--- src/rtl/idu_pipe_if.sv ---
// Fetch-to-execute decode stage bus: instruction/operand inputs from the IFU and
// register file, decoded bundle towards the EXU, each side with valid/ready.
interface idu_pipe_if #(parameter int DATA_LEN = 32);
  logic                in_valid;
  logic                in_ready;
  logic [31:0]         inst;
  logic [DATA_LEN-1:0] PC;
  logic [DATA_LEN-1:0] PC_S;
  logic [DATA_LEN-1:0] src1;
  logic [DATA_LEN-1:0] src2;
  logic [4:0]          rs1;
  logic [4:0]          rs2;
  logic                out_valid;
  logic                out_ready;
  logic [4:0]          rd;
  logic                rd_we;
  logic [DATA_LEN-1:0] operand1;
  logic [DATA_LEN-1:0] operand2;
  logic [DATA_LEN-1:0] operand3;
  logic [DATA_LEN-1:0] operand4;
  logic [DATA_LEN-1:0] imm;
  logic [3:0]          alu_op;
  logic [2:0]          funct3;
  logic                jump;
  logic                branch;
  logic                load;
  logic                store;
  logic                word_op;
  logic                ecall;
  logic                ebreak;
  logic                illegal;

  modport master (
    output in_valid, inst, PC, PC_S, src1, src2, out_ready,
    input  in_ready, rs1, rs2, out_valid, rd, rd_we, operand1, operand2, operand3,
           operand4, imm, alu_op, funct3, jump, branch, load, store, word_op,
           ecall, ebreak, illegal
  );

  modport slave (
    input  in_valid, inst, PC, PC_S, src1, src2, out_ready,
    output in_ready, rs1, rs2, out_valid, rd, rd_we, operand1, operand2, operand3,
           operand4, imm, alu_op, funct3, jump, branch, load, store, word_op,
           ecall, ebreak, illegal
  );
endinterface

--- src/rtl/idu_pipe.sv ---
// Registered RV32I/RV64I decode stage: combinational decode of the incoming word
// into operands and class flags, captured in a valid/ready pipeline register.
module idu_pipe #(
  parameter int DATA_LEN = 32
) (
  input  logic      clk,
  input  logic      rst,
  input  logic      flush,
  idu_pipe_if.slave bus
);
  localparam logic [6:0] OPC_LUI     = 7'b0110111;
  localparam logic [6:0] OPC_AUIPC   = 7'b0010111;
  localparam logic [6:0] OPC_JAL     = 7'b1101111;
  localparam logic [6:0] OPC_JALR    = 7'b1100111;
  localparam logic [6:0] OPC_BRANCH  = 7'b1100011;
  localparam logic [6:0] OPC_LOAD    = 7'b0000011;
  localparam logic [6:0] OPC_STORE   = 7'b0100011;
  localparam logic [6:0] OPC_OPIMM   = 7'b0010011;
  localparam logic [6:0] OPC_OP      = 7'b0110011;
  localparam logic [6:0] OPC_OPIMM32 = 7'b0011011;
  localparam logic [6:0] OPC_OP32    = 7'b0111011;
  localparam logic [6:0] OPC_SYSTEM  = 7'b1110011;
  localparam bit         XLEN64      = (DATA_LEN == 64);

  typedef struct packed {
    logic [4:0]          rd;
    logic                rd_we;
    logic [DATA_LEN-1:0] operand1;
    logic [DATA_LEN-1:0] operand2;
    logic [DATA_LEN-1:0] operand3;
    logic [DATA_LEN-1:0] operand4;
    logic [DATA_LEN-1:0] imm;
    logic [3:0]          alu_op;
    logic [2:0]          funct3;
    logic                jump;
    logic                branch;
    logic                load;
    logic                store;
    logic                word_op;
    logic                ecall;
    logic                ebreak;
    logic                illegal;
  } dec_t;

  dec_t                d;
  dec_t                q;
  logic                valid_q;
  logic                accept;
  logic [31:0]         inst;
  logic [6:0]          opc;
  logic [2:0]          f3;
  logic [DATA_LEN-1:0] imm_i, imm_s, imm_b, imm_u, imm_j;
  logic                is_shift, f7_ok, f6_ok, we, bad;

  assign inst  = bus.inst;
  assign opc   = inst[6:0];
  assign f3    = inst[14:12];
  assign imm_i = DATA_LEN'($signed(inst[31:20]));
  assign imm_s = DATA_LEN'($signed({inst[31:25], inst[11:7]}));
  assign imm_b = DATA_LEN'($signed({inst[31], inst[7], inst[30:25], inst[11:8], 1'b0}));
  assign imm_u = DATA_LEN'($signed({inst[31:12], 12'h000}));
  assign imm_j = DATA_LEN'($signed({inst[31], inst[19:12], inst[20], inst[30:21], 1'b0}));

  assign is_shift = (f3 == 3'b001) || (f3 == 3'b101);
  assign f7_ok    = (inst[31:25] == 7'h00) || (inst[31:25] == 7'h20);
  // RV64 non-word immediate shifts carry a 6-bit shamt, so inst[25] is data
  assign f6_ok    = (inst[31:26] == 6'h00) || (inst[31:26] == 6'h10);

  always_comb begin
    d        = '0;
    d.rd     = inst[11:7];
    d.funct3 = f3;
    we       = 1'b0;
    bad      = 1'b0;
    case (opc)
      OPC_LUI: begin
        d.operand2 = imm_u; d.imm = imm_u; we = 1'b1;
      end
      OPC_AUIPC: begin
        d.operand1 = bus.PC; d.operand2 = imm_u; d.imm = imm_u; we = 1'b1;
      end
      OPC_JAL: begin
        d.operand1 = bus.PC_S; d.operand3 = bus.PC; d.operand4 = imm_j;
        d.imm = imm_j; d.jump = 1'b1; we = 1'b1;
      end
      OPC_JALR: begin
        d.operand1 = bus.PC_S; d.operand3 = bus.src1; d.operand4 = imm_i;
        d.imm = imm_i; d.jump = 1'b1; we = 1'b1;
      end
      OPC_BRANCH: begin
        d.operand1 = bus.src1; d.operand2 = bus.src2; d.operand3 = bus.PC;
        d.operand4 = imm_b; d.imm = imm_b; d.branch = 1'b1; d.alu_op = {1'b0, f3};
      end
      OPC_LOAD: begin
        d.operand1 = bus.src1; d.operand2 = imm_i; d.imm = imm_i;
        d.load = 1'b1; we = 1'b1;
      end
      OPC_STORE: begin
        d.operand1 = bus.src1; d.operand2 = imm_s; d.operand3 = bus.src2;
        d.imm = imm_s; d.store = 1'b1;
      end
      OPC_OPIMM, OPC_OPIMM32: begin
        if (opc == OPC_OPIMM32 && !XLEN64) begin
          bad = 1'b1;
        end else begin
          d.operand1 = bus.src1; d.operand2 = imm_i; d.imm = imm_i;
          d.alu_op   = {(f3 == 3'b101) && inst[30], f3};
          d.word_op  = (opc == OPC_OPIMM32);
          we         = 1'b1;
          if (is_shift && !((XLEN64 && opc == OPC_OPIMM) ? f6_ok : f7_ok)) bad = 1'b1;
        end
      end
      OPC_OP, OPC_OP32: begin
        if (opc == OPC_OP32 && !XLEN64) begin
          bad = 1'b1;
        end else begin
          d.operand1 = bus.src1; d.operand2 = bus.src2;
          d.alu_op   = {inst[30], f3};
          d.word_op  = (opc == OPC_OP32);
          we         = 1'b1;
          if (!f7_ok) bad = 1'b1;
        end
      end
      OPC_SYSTEM: begin
        if (inst == 32'h0000_0073)      d.ecall  = 1'b1;
        else if (inst == 32'h0010_0073) d.ebreak = 1'b1;
        else                            bad      = 1'b1;
      end
      default: bad = 1'b1;
    endcase
    if (inst[1:0] != 2'b11) bad = 1'b1;
    if (bad) begin
      d         = '0;
      d.rd      = inst[11:7];
      d.funct3  = f3;
      d.illegal = 1'b1;
    end else begin
      d.rd_we = we && (inst[11:7] != 5'd0);
    end
  end

  assign bus.in_ready = !flush && (!valid_q || bus.out_ready);
  assign accept       = bus.in_valid && bus.in_ready;

  always_ff @(posedge clk or posedge rst) begin
    if (rst) begin
      valid_q <= 1'b0;
      q       <= '0;
    end else if (flush) begin
      valid_q <= 1'b0;
    end else if (accept) begin
      valid_q <= 1'b1;
      q       <= d;
    end else if (bus.out_ready) begin
      valid_q <= 1'b0;
    end
  end

  assign bus.rs1       = inst[19:15];
  assign bus.rs2       = inst[24:20];
  assign bus.out_valid = valid_q;
  assign bus.rd        = q.rd;
  assign bus.rd_we     = q.rd_we;
  assign bus.operand1  = q.operand1;
  assign bus.operand2  = q.operand2;
  assign bus.operand3  = q.operand3;
  assign bus.operand4  = q.operand4;
  assign bus.imm       = q.imm;
  assign bus.alu_op    = q.alu_op;
  assign bus.funct3    = q.funct3;
  assign bus.jump      = q.jump;
  assign bus.branch    = q.branch;
  assign bus.load      = q.load;
  assign bus.store     = q.store;
  assign bus.word_op   = q.word_op;
  assign bus.ecall     = q.ecall;
  assign bus.ebreak    = q.ebreak;
  assign bus.illegal   = q.illegal;
endmodule
--- src/flat_wrapper.sv ---
// flat-port wrapper written by rule: the top's interface ports become plain ports
module idu_pipe_flat 
#(
  parameter int DATA_LEN = 32
)
  (clk, rst, flush, bus_in_valid, bus_inst, bus_PC, bus_PC_S, bus_src1, bus_src2, bus_out_ready, bus_in_ready, bus_rs1, bus_rs2, bus_out_valid, bus_rd, bus_rd_we, bus_operand1, bus_operand2, bus_operand3, bus_operand4, bus_imm, bus_alu_op, bus_funct3, bus_jump, bus_branch, bus_load, bus_store, bus_word_op, bus_ecall, bus_ebreak, bus_illegal);
  idu_pipe_if #(.DATA_LEN(DATA_LEN)) bus_i ();
  input  logic clk;
  input  logic rst;
  input  logic flush;
  input wire logic [$bits(bus_i.in_valid)-1:0] bus_in_valid;
  input wire logic [$bits(bus_i.inst)-1:0] bus_inst;
  input wire logic [$bits(bus_i.PC)-1:0] bus_PC;
  input wire logic [$bits(bus_i.PC_S)-1:0] bus_PC_S;
  input wire logic [$bits(bus_i.src1)-1:0] bus_src1;
  input wire logic [$bits(bus_i.src2)-1:0] bus_src2;
  input wire logic [$bits(bus_i.out_ready)-1:0] bus_out_ready;
  output wire logic [$bits(bus_i.in_ready)-1:0] bus_in_ready;
  output wire logic [$bits(bus_i.rs1)-1:0] bus_rs1;
  output wire logic [$bits(bus_i.rs2)-1:0] bus_rs2;
  output wire logic [$bits(bus_i.out_valid)-1:0] bus_out_valid;
  output wire logic [$bits(bus_i.rd)-1:0] bus_rd;
  output wire logic [$bits(bus_i.rd_we)-1:0] bus_rd_we;
  output wire logic [$bits(bus_i.operand1)-1:0] bus_operand1;
  output wire logic [$bits(bus_i.operand2)-1:0] bus_operand2;
  output wire logic [$bits(bus_i.operand3)-1:0] bus_operand3;
  output wire logic [$bits(bus_i.operand4)-1:0] bus_operand4;
  output wire logic [$bits(bus_i.imm)-1:0] bus_imm;
  output wire logic [$bits(bus_i.alu_op)-1:0] bus_alu_op;
  output wire logic [$bits(bus_i.funct3)-1:0] bus_funct3;
  output wire logic [$bits(bus_i.jump)-1:0] bus_jump;
  output wire logic [$bits(bus_i.branch)-1:0] bus_branch;
  output wire logic [$bits(bus_i.load)-1:0] bus_load;
  output wire logic [$bits(bus_i.store)-1:0] bus_store;
  output wire logic [$bits(bus_i.word_op)-1:0] bus_word_op;
  output wire logic [$bits(bus_i.ecall)-1:0] bus_ecall;
  output wire logic [$bits(bus_i.ebreak)-1:0] bus_ebreak;
  output wire logic [$bits(bus_i.illegal)-1:0] bus_illegal;
  assign bus_i.in_valid = bus_in_valid;
  assign bus_i.inst = bus_inst;
  assign bus_i.PC = bus_PC;
  assign bus_i.PC_S = bus_PC_S;
  assign bus_i.src1 = bus_src1;
  assign bus_i.src2 = bus_src2;
  assign bus_i.out_ready = bus_out_ready;
  assign bus_in_ready = bus_i.in_ready;
  assign bus_rs1 = bus_i.rs1;
  assign bus_rs2 = bus_i.rs2;
  assign bus_out_valid = bus_i.out_valid;
  assign bus_rd = bus_i.rd;
  assign bus_rd_we = bus_i.rd_we;
  assign bus_operand1 = bus_i.operand1;
  assign bus_operand2 = bus_i.operand2;
  assign bus_operand3 = bus_i.operand3;
  assign bus_operand4 = bus_i.operand4;
  assign bus_imm = bus_i.imm;
  assign bus_alu_op = bus_i.alu_op;
  assign bus_funct3 = bus_i.funct3;
  assign bus_jump = bus_i.jump;
  assign bus_branch = bus_i.branch;
  assign bus_load = bus_i.load;
  assign bus_store = bus_i.store;
  assign bus_word_op = bus_i.word_op;
  assign bus_ecall = bus_i.ecall;
  assign bus_ebreak = bus_i.ebreak;
  assign bus_illegal = bus_i.illegal;
  idu_pipe #(.DATA_LEN(DATA_LEN)) u_core (.clk(clk), .rst(rst), .flush(flush), .bus(bus_i));
endmodule
--- config.mk ---
export PLATFORM = sky130hd
export DESIGN_NAME = idu_pipe_flat
export DESIGN_NICKNAME = d
export VERILOG_FILES = /design/src/rtl/idu_pipe_if.sv /design/src/rtl/idu_pipe.sv /design/src/flat_wrapper.sv
export SDC_FILE = /design/constraint.sdc
export NUM_CORES = 1
export LEC_CHECK = 0
export BUFFER_PORTS_ARGS = -buffer_cell sky130_fd_sc_hd__buf_2
export CAP_MARGIN = 20
export CORE_MARGIN = 2
export CORE_UTILIZATION = 43
export CTS_CLUSTER_SIZE = 10
export DETAILED_ROUTE_END_ITERATION = 6
export HOLD_SLACK_MARGIN = 0.12
export PLACE_DENSITY_LB_ADDON = 0.25
export SLEW_MARGIN = 10
export SYNTH_ARGS = -nofsm -noshare
export SYNTH_HDL_FRONTEND = slang
export SYNTH_SLANG_ARGS = --single-unit
--- constraint.sdc ---
create_clock -name clk -period 6 [get_ports clk]
set_input_delay 1.2 -clock clk [delete_from_list [all_inputs] [get_ports clk]]
set_output_delay 1.2 -clock clk [all_outputs]
set_load 0.01 [all_outputs]
## After elaboration in Yosys (flattened, before gate mapping)

Index checks and enable logic that the tools add are counted.

- Bits in registers: 182
- Bits of input ports: 165
- Output and inout bits: 193
- Word-level logic and storage cells: 95

- Eq/ne operators: 18
- Muxes and demuxes: 34
- Bitwise logic cells: 1
- Reductions and logical operators: 24

Operators with widths:

| kind | number |
|---|---|
| $pmux W32 S6 | 2 |
| $pmux W32 S3 | 2 |
| $mux W175 | 1 |
| $pmux W32 S5 | 1 |
| $mux W64 | 2 |
| $mux W36 | 1 |
| $eq A7 B6 Y1 const B | 5 |
| $eq A32 B21 Y1 const B | 1 |
| $eq A32 B7 Y1 const B | 1 |
| $eq A7 B7 Y1 const B | 4 |
| $eq A7 B5 Y1 const B | 3 |
| $mux W1 | 20 |
| $pmux W4 S3 | 1 |
| $reduce_or A2 Y1 | 6 |
| $eq A7 B2 Y1 const B | 1 |
| $logic_not A7 Y1 | 1 |
| $reduce_or A7 Y1 | 1 |
| $logic_and A1 B1 Y1 | 5 |
| $reduce_bool A5 Y1 | 1 |
| $reduce_or A5 Y1 | 1 |
| $mux W4 | 1 |
| $pmux W1 S4 | 1 |
| $eq A3 B1 Y1 const B | 1 |
| $eq A3 B3 Y1 const B | 1 |
| 9 further kinds | 13 |

## Longest topological paths before layout

Gate-level depths: netlist of run 1.

- Depth after elaboration: 9
- Gate-level depth with buffers: 8
- Mapped depth without buffers: 5

## Worst setup path before layout of run 1

No wires, ideal clock.

- Path kind: input port to flip-flop
- Start point: input port bus_inst[5]
- End point: register u_core.q, in the netlist u_core.bus.imm[20]
- Setup time: 0.083 ns
- Arrival time: 2.655 ns
- Required time: 5.917 ns
- Path slack: 3.263 ns
- Cell stages on the path: 7
- Buffers on the path: 2
- Path through: clkbuf_1 > mux2_2 > a2111oi_4 > and2_1 > buf_2 > a21oi_1 > o21ai_0

- Longest elaborated chain between the ends: 6
- Elaborated cells on any way between the ends: 28
- Those cells by class: eq/ne (14); mux (9); reduce/logical (5)

RTL lines:

| element | line | RTL |
|---|---|---|
| from (decl) | flat_wrapper.sv:12 | `input wire logic [$bits(bus_i.inst)-1:0] bus_inst;` |
| $eq A32 B21 Y1 | idu_pipe.sv:126 | `else if (inst == 32'h0010_0073) d.ebreak = 1'b1;` |
| $mux W1 | idu_pipe.sv:126 |  |
| $mux W1 | idu_pipe.sv:125 | `if (inst == 32'h0000_0073) d.ecall = 1'b1;` |
| $pmux W1 S4 | idu_pipe.sv:75 | `case (opc)` |
| $mux W1 | idu_pipe.sv:131 | `if (inst[1:0] != 2'b11) bad = 1'b1;` |
| $mux W175 (*) | idu_pipe.sv:132 | `if (bad) begin` |
| to (signal assigned) | idu_pipe.sv:148 | `q <= '0;` |
| to (signal assigned) | idu_pipe.sv:153 | `q <= d;` |
| to (decl) | idu_pipe.sv:46 | `dec_t q;` |

Every way passes the cells marked *; elsewhere a longest branch is shown, timed or not.
A chain may end at the register's enable or synchronous reset.

## Worst setup path after layout of run 1

- Start point: input port bus_inst[5]
- End point: register u_core.q, in the netlist u_core.bus.operand3[13]

Same word-level chain as after synthesis.

==> reports/qor.yml, run 1 <==
clock_network:
  cts_sinks: 170
  cts_buffer_depth: 2
  cts_root_buf: "clkbuf_16"
  clkLatencyLatePin_ns: 0.43
  clkSlewWorstSetupHoldPaths_ns: 0.06
  cts_resized: 0
  cts_tree: "built"
  cts_made_buffers: 17
  cts_htree_levels: 4
  postCtsSetupRepairBufs: 0
  cts_hold_buf: 0
layout:
  multi_input_area_mm2: 0.00345
  seq_area_mm2: 0.00425
  syn2layout_area_growth_pct: 29.3
  drive_gt1_frac: 0.358
  postLayoutCoreUtil: 0.565
  final_nets: 1319
  final.fill_count: 1732
detailed_routing:
  viasPerCell: 6.04
  drtPass1Iterations: 7
  drt_wl_total_mm: 31.6
  drc: 12
  vias: 8459
  wl_per_cell_um: 22.5
  first_iter_violations: 1175
  drtAntennaViolNets: 0
critical_path:
  end_kind: "register"
  rr_worst_depth: 7
  cp_max_fo: 26
  crit_type: "in -> reg"
  crit_chain: "buf_2, nand3b_1, nor2_1, a21o_1, buf_4, a222oi_1, o21ai_0"
  crit_required_ns: 6.34
  r2r-start: "u_core.bus.out_valid$_DFFE_PP0P_"
  crit_arrival_ns: 3.83
  start_kind: "input pin"
  critical-path-max-stage-delay_ns: 0.65
  worst_r2r_endpoint: "u_core.bus.operand1[31]$_DFFE_PP0P_"
  cp_slowest_cell: "a21o_1"
  r2r_setup_slack_ns: 3.26
synthesis:
  synth-simple-area-share: 0.138
  synthFlopType: "dfrtp_1"
  synth_area_mm2: 0.00814
  ys_seq_area_frac: 0.522
  synth_edf_count: 0
  syn_area_per_cell_um2: 9.46
  synthesis.nets: 1026
  synth_top_family_by_area: "compound AO/OA/AOI/OAI gates"
  async_flop_share: 1.00
  ys_warn_count: 0
  ys_seq_elements: 170
  syn-instance-count: 861
  synth_compound_area_frac: 0.276
  synth.distinct_cells: 51
  synthMuxAreaShare: 0.00138
  synth_fa_ha_area_frac: 0
  synth_xor_area_frac: 0.00108
pwr:
  vdd_drop_max_mv: 0.198
  internal-power_uw: 1890
  leakage_uw: 0.00520
  swShare: 0.259
  seq_power_share: 0.458
  switchingPower_uw: 662
  powerDensity_mw_per_mm2: 243
  clockPowerShare: 0.439
  combPwrFrac: 0.103
  total_power_uw: 2560
floorplanning:
  io_pins: 358
  die-area_mm2: 0.0201
  fp.dieW_um: 142
  fp-row-count: 50
  design.core.area_mm2: 0.0186
  chipHeight_um: 142
  start_util: 0.437
min_path:
  holdCritStartpoint: "u_core.bus.operand4[0]$_DFFE_PP0P_"
  min_path_cells: 2
  hp-class: "reg -> reg"
  whs_endpoint: "u_core.bus.operand4[0]$_DFFE_PP0P_"
sta:
  finalSetupTns_ns: 0
  final.min_clock_period_ns: 3.48
  fmax_mhz: 287
  slew_violations: 0
  clock_skew_ns: 0.00689
  tightest_slew_ns: 1.13
  hold_viol: 0
  fin_ws_ns: 2.52
  whs_ns: 0.464
  setup_viol: 0
  rsz0062_at_grt: "no"
  max-slew-margin-rel: 0.242
  finalCritPeriodShare: 0.580
job:
  drv_cap: 0
grt:
  grtUsageTotal: 0.304
  grt_pass1_wl_mm: 46.4
  grt_max_degree: 91
  antenna_found_initial: 1
  grt_overflow: 0
  grt_pass1_vias: 7776
placed_design:
  portBuffers: 356
  pre_cts_ws_ns: 2.05
  globalplace.congestion: 0.923
  hpwl_mm: 22.8
status:
  violations: "design-rule violations"
  status: "finished, violations left"
-- worst max path at each step --
stage | from | endpoint | cells after the start
2_1_floorplan | rst | u_core.bus.alu_op[0]$_DFFE_PP0P_ | 1
3_3_place_gp | bus_inst[6] | u_core.bus.operand1[5]$_DFFE_PP0P_ | 6
3_5_place_dp | bus_inst[6] | u_core.bus.operand1[4]$_DFFE_PP0P_ | 6
4_1_cts | bus_inst[6] | u_core.bus.operand1[28]$_DFFE_PP0P_ | 6
5_1_grt | bus_inst[5] | u_core.bus.operand3[12]$_DFFE_PP0P_ | 7
6_report | bus_inst[5] | u_core.bus.operand3[13]$_DFFE_PP0P_ | 7
-- worst max-delay path: cells and delay by family --
kind / cells / cell delay [ns]
AO/OA/AOI/OAI: 3 / 0.97
buffers and inverters: 2 / 0.74
AND/OR/NAND/NOR: 2 / 0.90
-- power by group through the flow --
stage	Sequential, uW	Combinational (uW)	Clock [uW]
3_5_place_dp	1190	260	0
6_report	1170	263	1120
2_1_floorplan	1200	110	0
3_3_place_gp	1190	260	0
4_1_cts	1170	261	1130
5_1_grt	1170	282	1180
-- state kept, by name, summed over array words and instances, names as in the netlist --
signal	count
u_core.bus.operand3	32
u_core.bus.illegal	1
u_core.bus.store	1
u_core.bus.load	1
u_core.bus.operand4	21
u_core.bus.jump	1
u_core.bus.funct3	3
u_core.bus.operand2	32
u_core.bus.rd_we	1
u_core.bus.alu_op	4
u_core.bus.operand1	32
u_core.bus.ebreak	1
u_core.bus.branch	1
u_core.bus.rd	5
u_core.bus.ecall	1
u_core.bus.out_valid	1
u_core.bus.imm	32
-- layout by cell type, fill, tap and decap left out, types with 15 or more instances in the layout --
cell type / Yosys / routed
o21ai_0: 128 / 127
buf_2: 18 / 356
a21oi_1: 32 / 31
a222oi_1: 64 / 64
nand2_1: 191 / 191
nor2_1: 20 / 19
a22oi_1: 15 / 15
clkbuf_16: 0 / 17
a221oi_1: 25 / 25
dfrtp_1: 170 / 170
o21ai_1: 21 / 21
-- synthesized netlist by cell type, drive strengths merged, types with 5 or more instances --
library cell | count | share of area
a21oi | 32 | 0.020
a221oi | 25 | 0.027
a222oi | 64 | 0.079
a22o | 6 | 0.0065
a22oi | 15 | 0.014
a32o | 5 | 0.0061
and2 | 7 | 0.0054
buf | 42 | 0.032
clkbuf | 53 | 0.024
dfrtp | 170 | 0.52
inv | 10 | 0.0046
nand2 | 193 | 0.090
nand2b | 7 | 0.0054
nor2 | 21 | 0.011
nor3 | 10 | 0.0068
o21ai | 149 | 0.092
o31ai | 7 | 0.0065
-- routing by layer --
metal | wire length (um) | up-vias | GRT usage
met3 | 2760 | 75 | 0.0705
met5 | 0 | - | 0
met2 | 14900 | 540 | 0.479
met4 | 926 | 0 | 0.116
li1 | - | 3759 | -
met1 | 13000 | 4085 | 0.410
-- kinds of logic (layout without fill, tap and decap cells) --
family | Yosys count | in the layout
simple gates | 261 | 261
mux | 1 | 1
other cells | 1 | 2
flops | 170 | 170
buf+inv | 105 | 410
xor+xnor | 1 | 1
compound gates | 322 | 322
-- cell type report --
cell class / count / share of cell area
Timing Repair Buffer: 369 / 0.180
Clock buffer: 22 / 0.0450
Sequential cell: 170 / 0.404
Clock inverter: 9 / 0.0109
Multi-Input combinational cell: 586 / 0.328
Inverter: 10 / 0.00404
Antenna cell: 1 / 0.000238
Tap cell: 234 / 0.0278
-- stage by stage --
stage	instance area, um^2	cells
after floorplan	8140	861
after global placement	9900	1366
after detailed placement	9910	1367
after CTS	10500	1398
after global routing	10500	1401
final	10500	1401
Note: power is estimated with default switching activity, not from simulation.
==> inputs of run 2 (changes only) <==
- clock period: 6 -> 3 ns (I/O delays scaled with it)
==> run 2 against run 1 <==
- the run now ends clean
- sequential cell count unchanged
- design area increased by 1.9%
- first-iteration DRC count increased by 4.3%
- sequential share of layout area decreased by 0.74 points
- critical endpoint is now u_core.bus.operand2[28]$_DFFE_PP0P_
- via count increased by 1.1%
- cell count increased by 1.6%
- global-route usage increased by 0.94 points
- core utilization increased by 1.1 points
- total power increased by 100%
- clock skew increased by 0.0032 ns
- routed wire length increased by 1.6%
==> reports/qor.yml, run 2 (same netlist as run 1, synthesis figures left out) <==
grt:
  grtUsageTotal: 0.313  # +0.00941
  grt_max_degree: 105  # +15%
  grt_pass1_vias: 7744  # -0.41%
  grt_overflow: 0  # unchanged
  grt_pass1_wl_mm: 47.3  # +2.0%
  antenna_found_initial: 1  # unchanged
sta:
  rsz0062_at_grt: "no"
  whs_ns: 0.274  # -0.190 ns
  finalCritPeriodShare: 0.765
  tightest_slew_ns: 0.861  # -0.268 ns
  max-slew-margin-rel: 0.426  # +0.184
  fmax_mhz: 436
  finalSetupTns_ns: 0  # unchanged
  slew_violations: 0  # unchanged
  clock_skew_ns: 0.0101  # +0.00317 ns
  final.min_clock_period_ns: 2.30
  setup_viol: 0  # unchanged
  hold_viol: 0  # unchanged
clock_network:
  cts_buffer_depth: 2  # unchanged
  cts_root_buf: "clkbuf_16"
  cts_hold_buf: 0  # unchanged
  postCtsSetupRepairBufs: 0  # unchanged
  cts_resized: 0  # unchanged
  clkLatencyLatePin_ns: 0.43  # about the same
  cts_made_buffers: 17  # unchanged
  cts_sinks: 170  # unchanged
  cts_htree_levels: 4  # unchanged
  clkSlewWorstSetupHoldPaths_ns: 0.07  # about the same
  cts_tree: "built"
detailed_routing:
  drtAntennaViolNets: 0  # unchanged
  vias: 8549  # +1.1%
  wl_per_cell_um: 22.5  # about the same
  drtPass1Iterations: 7  # unchanged
  viasPerCell: 6.01  # -0.50%
  drt_wl_total_mm: 32.1  # +1.6%
  first_iter_violations: 1226  # +4.3%
  drc: 0  # -12
min_path:
  hp-class: "in -> async"
floorplanning:
  die-area_mm2: 0.0201  # unchanged
  fp.dieW_um: 142  # unchanged
  chipHeight_um: 142  # unchanged
  io_pins: 358  # unchanged
  design.core.area_mm2: 0.0186  # unchanged
  fp-row-count: 50  # unchanged
  start_util: 0.437  # unchanged
job:
  drv_cap: 0  # unchanged
critical_path:
  crit_arrival_ns: 2.62  # -1.21 ns
  crit_type: "in -> reg"
  start_kind: "input pin"
  crit_required_ns: 3.32  # -3.02 ns
  cp_max_fo: 32  # +23%
  end_kind: "register"
status:
  status: "complete, no violations"
placed_design:
  hpwl_mm: 23.3  # +2.2%
  portBuffers: 356  # unchanged
  globalplace.congestion: 0.913  # -1.1%
layout:
  final_nets: 1341  # +1.7%
  syn2layout_area_growth_pct: 31.8
  drive_gt1_frac: 0.372  # +0.0133
  n_antenna_cell: 0  # -1
  mostFrequentLayoutCells: "buf_2 (356), nand2_1 (191), dfrtp_1 (170)"
  final_common_cell: "buf_2"
pwr:
  vdd_drop_max_mv: 0.389  # +97%
  leakage_uw: 0.00533  # +2.6%
  powerDensity_mw_per_mm2: 484  # +99%
==> run 2: cell types whose count changed in the layout (fill, tap and decap cells not counted), moves of 2 or more <==
cell and change:
clkbuf_8 -3, buf_4 +22, buf_8 -2, clkinv_2 +2, buf_12 +3
==> run 2: area by class of cell <==
| cell class | instances | area (um^2) |
|---|---|---|
| Clock inverter | 13 | 166 |
| Timing Repair Buffer | 391 | 2080 |
| Multi-Input combinational cell | 586 | 3450 |
| Clock buffer | 19 | 443 |
| Fill cell | 1688 | 7910 |
| Tap cell | 234 | 293 |
| Inverter | 10 | 41.3 |
| Sequential cell | 170 | 4250 |
==> run 2: layer usage <==
| layer | share of wire | global-route usage | vias to the layer above |
|---|---|---|---|
| met5 | 0.00034 | 0 | - |
| met4 | 0.028 | 0.109 | 2 |
| met3 | 0.10 | 0.0769 | 75 |
| met2 | 0.46 | 0.478 | 532 |
| met1 | 0.41 | 0.439 | 4131 |
| li1 | - | - | 3809 |
==> run 2: power breakdown <==
| part | internal (uW) | leakage [uW] | switching (uW) |
|---|---|---|---|
| Combinational | 184 | 0.00269 | 364 |
| Clock | 1340 | 0.000296 | 963 |
| Sequential | 2320 | 0.00235 | 16.0 |
==> run 2: path summary, 6_finish.rpt <==
kind	from	endpoint	slack [ns]	cells past startpoint
max	bus_inst[6]	u_core.bus.operand2[28]$_DFFE_PP0P_	0.70	6
min	rst	u_core.bus.operand1[1]$_DFFE_PP0P_	0.27	3
max reg2reg	u_core.bus.out_valid$_DFFE_PP0P_	u_core.bus.operand2[28]$_DFFE_PP0P_	0.73	5
min reg2reg	u_core.bus.operand3[20]$_DFFE_PP0P_	u_core.bus.operand3[20]$_DFFE_PP0P_	0.47	2
max in group asynchronous	rst	u_core.bus.operand4[11]$_DFFE_PP0P_	2.26	3
min in group clk	flush	u_core.bus.out_valid$_DFFE_PP0P_	0.35	2
==> run 2: critical path: stages <==
cell      delay (ns)
buf_2           0.26
nand2b_1        0.34
nor2_1          0.13
a311oi_4        0.45
nand2_2         0.47
o21ai_0         0.35
==> run 2: per-stage QoR <==
step	cell area (um^2)	std cells	worst slack (ns)	total power, uW	util
2_1_floorplan	8150	861	0.231	2620	-
6_report	10700	1423	0.704	5190	0.576
5_1_grt	10700	1423	0.568	5360	0.576
3_5_place_dp	10100	1391	0.335	2930	0.543
4_1_cts	10700	1423	0.740	5220	0.576
3_3_place_gp	10100	1391	0.420	2920	0.543
==> inputs of run 3 (changes only) <==
- CORE_AREA: default -> 2 2 138 140
- CORE_MARGIN: 2 -> default
- CORE_UTILIZATION: 43 -> default
- DIE_AREA: default -> 0 0 140 142
- clock period: 3 -> 2.3 ns (I/O delays scaled with it)
==> run 3 against run 2 <==
- sequential power increased by 30%
- the run now ends with design-rule violations left
- first-iteration DRC count up 3.2%
- cell count is 2.6% higher
- sequential cell count is the same
- combinational power increased by 38%
- hold slack lost 0.12 ns
- clock power is 36% higher
- count of clock-buffer cells in the layout down 1
- critical path depth grew 2
- design area is 3.9% higher
- core utilization increased by 2.9 points
- sequential share of layout area down 1.5 points
==> reports/qor.yml, run 3 (same netlist as run 1, synthesis figures left out) <==
grt:
  grt_pass1_wl_mm: 50.2  # +6.1%
  grt_overflow: 0  # unchanged
  use_met1: 0.441  # +0.00174
  grt_max_degree: 104  # -0.95%
  grtUsageTotal: 0.330  # +0.0164
  grt_pass1_vias: 8642  # +12%
  grt_use_met2: 0.515  # +0.0369
  grt_util_met3: 0.0750  # -0.00192
  antenna_found_initial: 4  # +3
  top_usage_layer: "met2"
sta:
  clock_skew_ns: 0.00847  # -0.00158 ns
  fmax_mhz: 515
  hold_viol: 0  # unchanged
  setup_viol: 0  # unchanged
  whs_ns: 0.155  # -0.119 ns
  final.min_clock_period_ns: 1.94
  max-slew-margin-rel: 0.570  # +0.145
  rsz0062_at_grt: "no"
  tightest_slew_ns: 0.644  # -0.217 ns
  slew_violations: 0  # unchanged
  finalCritPeriodShare: 0.845
detailed_routing:
  drtAntennaViolNets: 0  # unchanged
  drtPass1Iterations: 7  # unchanged
  drt_wl_total_mm: 33.2  # +3.5%
  first_iter_violations: 1265  # +3.2%
  vias: 8781  # +2.7%
  viasPerCell: 6.01  # +0.11%
  drc: 62  # +62
  wl_per_cell_um: 22.7  # +0.89%
status:
  status: "finished, violations left"
  violations: "design-rule violations"
clock_network:
  postCtsSetupRepairBufs: 0  # unchanged
  cts_made_buffers: 17  # unchanged
  clkSlewWorstSetupHoldPaths_ns: 0.07  # about the same
  cts_tree: "built"
  cts_htree_levels: 4  # unchanged
  cts_hold_buf: 0  # unchanged
  clkLatencyLatePin_ns: 0.42  # about the same
  cts_root_buf: "clkbuf_16"
  cts_resized: 0  # unchanged
  cts_sinks: 170  # unchanged
  cts_buffer_depth: 2  # unchanged
floorplanning:
  die-area_mm2: 0.0199  # -0.86%
  design.core.area_mm2: 0.0185  # -1.0%
  fp-row-count: 50  # unchanged
  chipHeight_um: 142  # +0.28%
  io_pins: 358  # unchanged
  fp.dieW_um: 140  # -1.1%
  start_util: 0.441  # +0.00444
critical_path:
  rr_worst_depth: 6  # +1
  end_kind: "register"
  start_kind: "input pin"
  cp-endpoint: "u_core.bus.alu_op[3]$_DFFE_PP0P_"
  r2r-start: "u_core.bus.out_valid$_DFFE_PP0P_"
  r2r_setup_slack_ns: 0.45  # -0.28 ns
  crit_required_ns: 2.61  # -0.71 ns
  worst_r2r_endpoint: "u_core.bus.alu_op[3]$_DFFE_PP0P_"
  crit_arrival_ns: 2.25  # -0.37 ns
  crit_type: "in -> reg"
  worstSetupStartpoint: "bus_inst[25]"
  cp_max_fo: 6  # -81%
min_path:
  hp-class: "in -> async"
pwr:
  leakage_uw: 0.00555  # +4.1%
  powerDensity_mw_per_mm2: 624  # +29%
  vdd_drop_max_mv: 0.469  # +21%
placed_design:
  portBuffers: 356  # unchanged
  hpwl_mm: 24.1  # +3.3%
  globalplace.congestion: 0.972  # +6.4%
layout:
  drive_gt1_frac: 0.390  # +0.0183
  mostFrequentLayoutCells: "buf_2 (356), nand2_1 (191), dfrtp_1 (170)"
  final_nets: 1375  # +2.5%
  syn2layout_area_growth_pct: 37.0
  multi_input_area_mm2: 0.00345  # unchanged
  postLayoutCoreUtil: 0.604  # +0.0288
  final.fill_count: 1664  # -1.4%
  seq_area_mm2: 0.00425  # unchanged
  final_common_cell: "buf_2"
job:
  drv_cap: 0  # unchanged
==> run 3: critical path, stage by stage <==
cell      delay [ns]
buf_2           0.11
nor4_2          0.36
buf_4           0.18
nand3b_1        0.11
a311oi_4        0.37
buf_4           0.20
o211ai_4        0.11
o41ai_1         0.33
==> run 3: metrics by stage <==
stage | area, um^2 | std cells | power, uW | worst slack, ns | setup TNS (ns)
finish | 11200 | 1460 | 6960 | 0.356 | 0
global route | 11200 | 1460 | 7190 | 0.286 | 0
CTS | 11100 | 1457 | 6990 | 0.372 | 0
detailed placement | 10500 | 1425 | 3850 | -0.0567 | -0.156
global placement | 10500 | 1425 | 3850 | 0.0183 | 0
floorplan | 8150 | 861 | 3420 | -0.329 | -55.88
==> run 3: power breakdown <==
group          internal (uW)  switching, uW
sequential              3030           21.9
combinational            272            484
clock                   1880           1270
==> run 3: routing by layer <==
layer	vias up	routed length, um
li1	3877	-
met1	4264	13300
met2	561	15600
met3	79	3060
met4	0	1210
met5	-	0
==> run 3: worst min-delay path by stage <==
stage | cells after the start | slack (ns) | start | end
CTS | 3 | 0.18 | rst | u_core.bus.operand3[1]$_DFFE_PP0P_
global route | 3 | 0.19 | rst | u_core.bus.operand3[1]$_DFFE_PP0P_
floorplan | 2 | 0.51 | u_core.bus.operand4[0]$_DFFE_PP0P_ | u_core.bus.operand4[0]$_DFFE_PP0P_
detailed placement | 2 | 0.46 | u_core.bus.rd[3]$_DFFE_PP0P_ | u_core.bus.rd[3]$_DFFE_PP0P_
global placement | 2 | 0.45 | u_core.bus.operand4[0]$_DFFE_PP0P_ | u_core.bus.operand4[0]$_DFFE_PP0P_
finish | 3 | 0.15 | rst | u_core.bus.operand3[1]$_DFFE_PP0P_
==> run 3: area by class of cell <==
| class | instances | area share |
|---|---|---|
| Timing Repair Buffer | 425 | 0.221 |
| Tap cell | 234 | 0.0263 |
| Antenna cell | 3 | 0.000673 |
| Sequential cell | 170 | 0.381 |
| Multi-Input combinational cell | 586 | 0.309 |
| Inverter | 10 | 0.00370 |
| Clock inverter | 14 | 0.0184 |
| Clock buffer | 18 | 0.0394 |
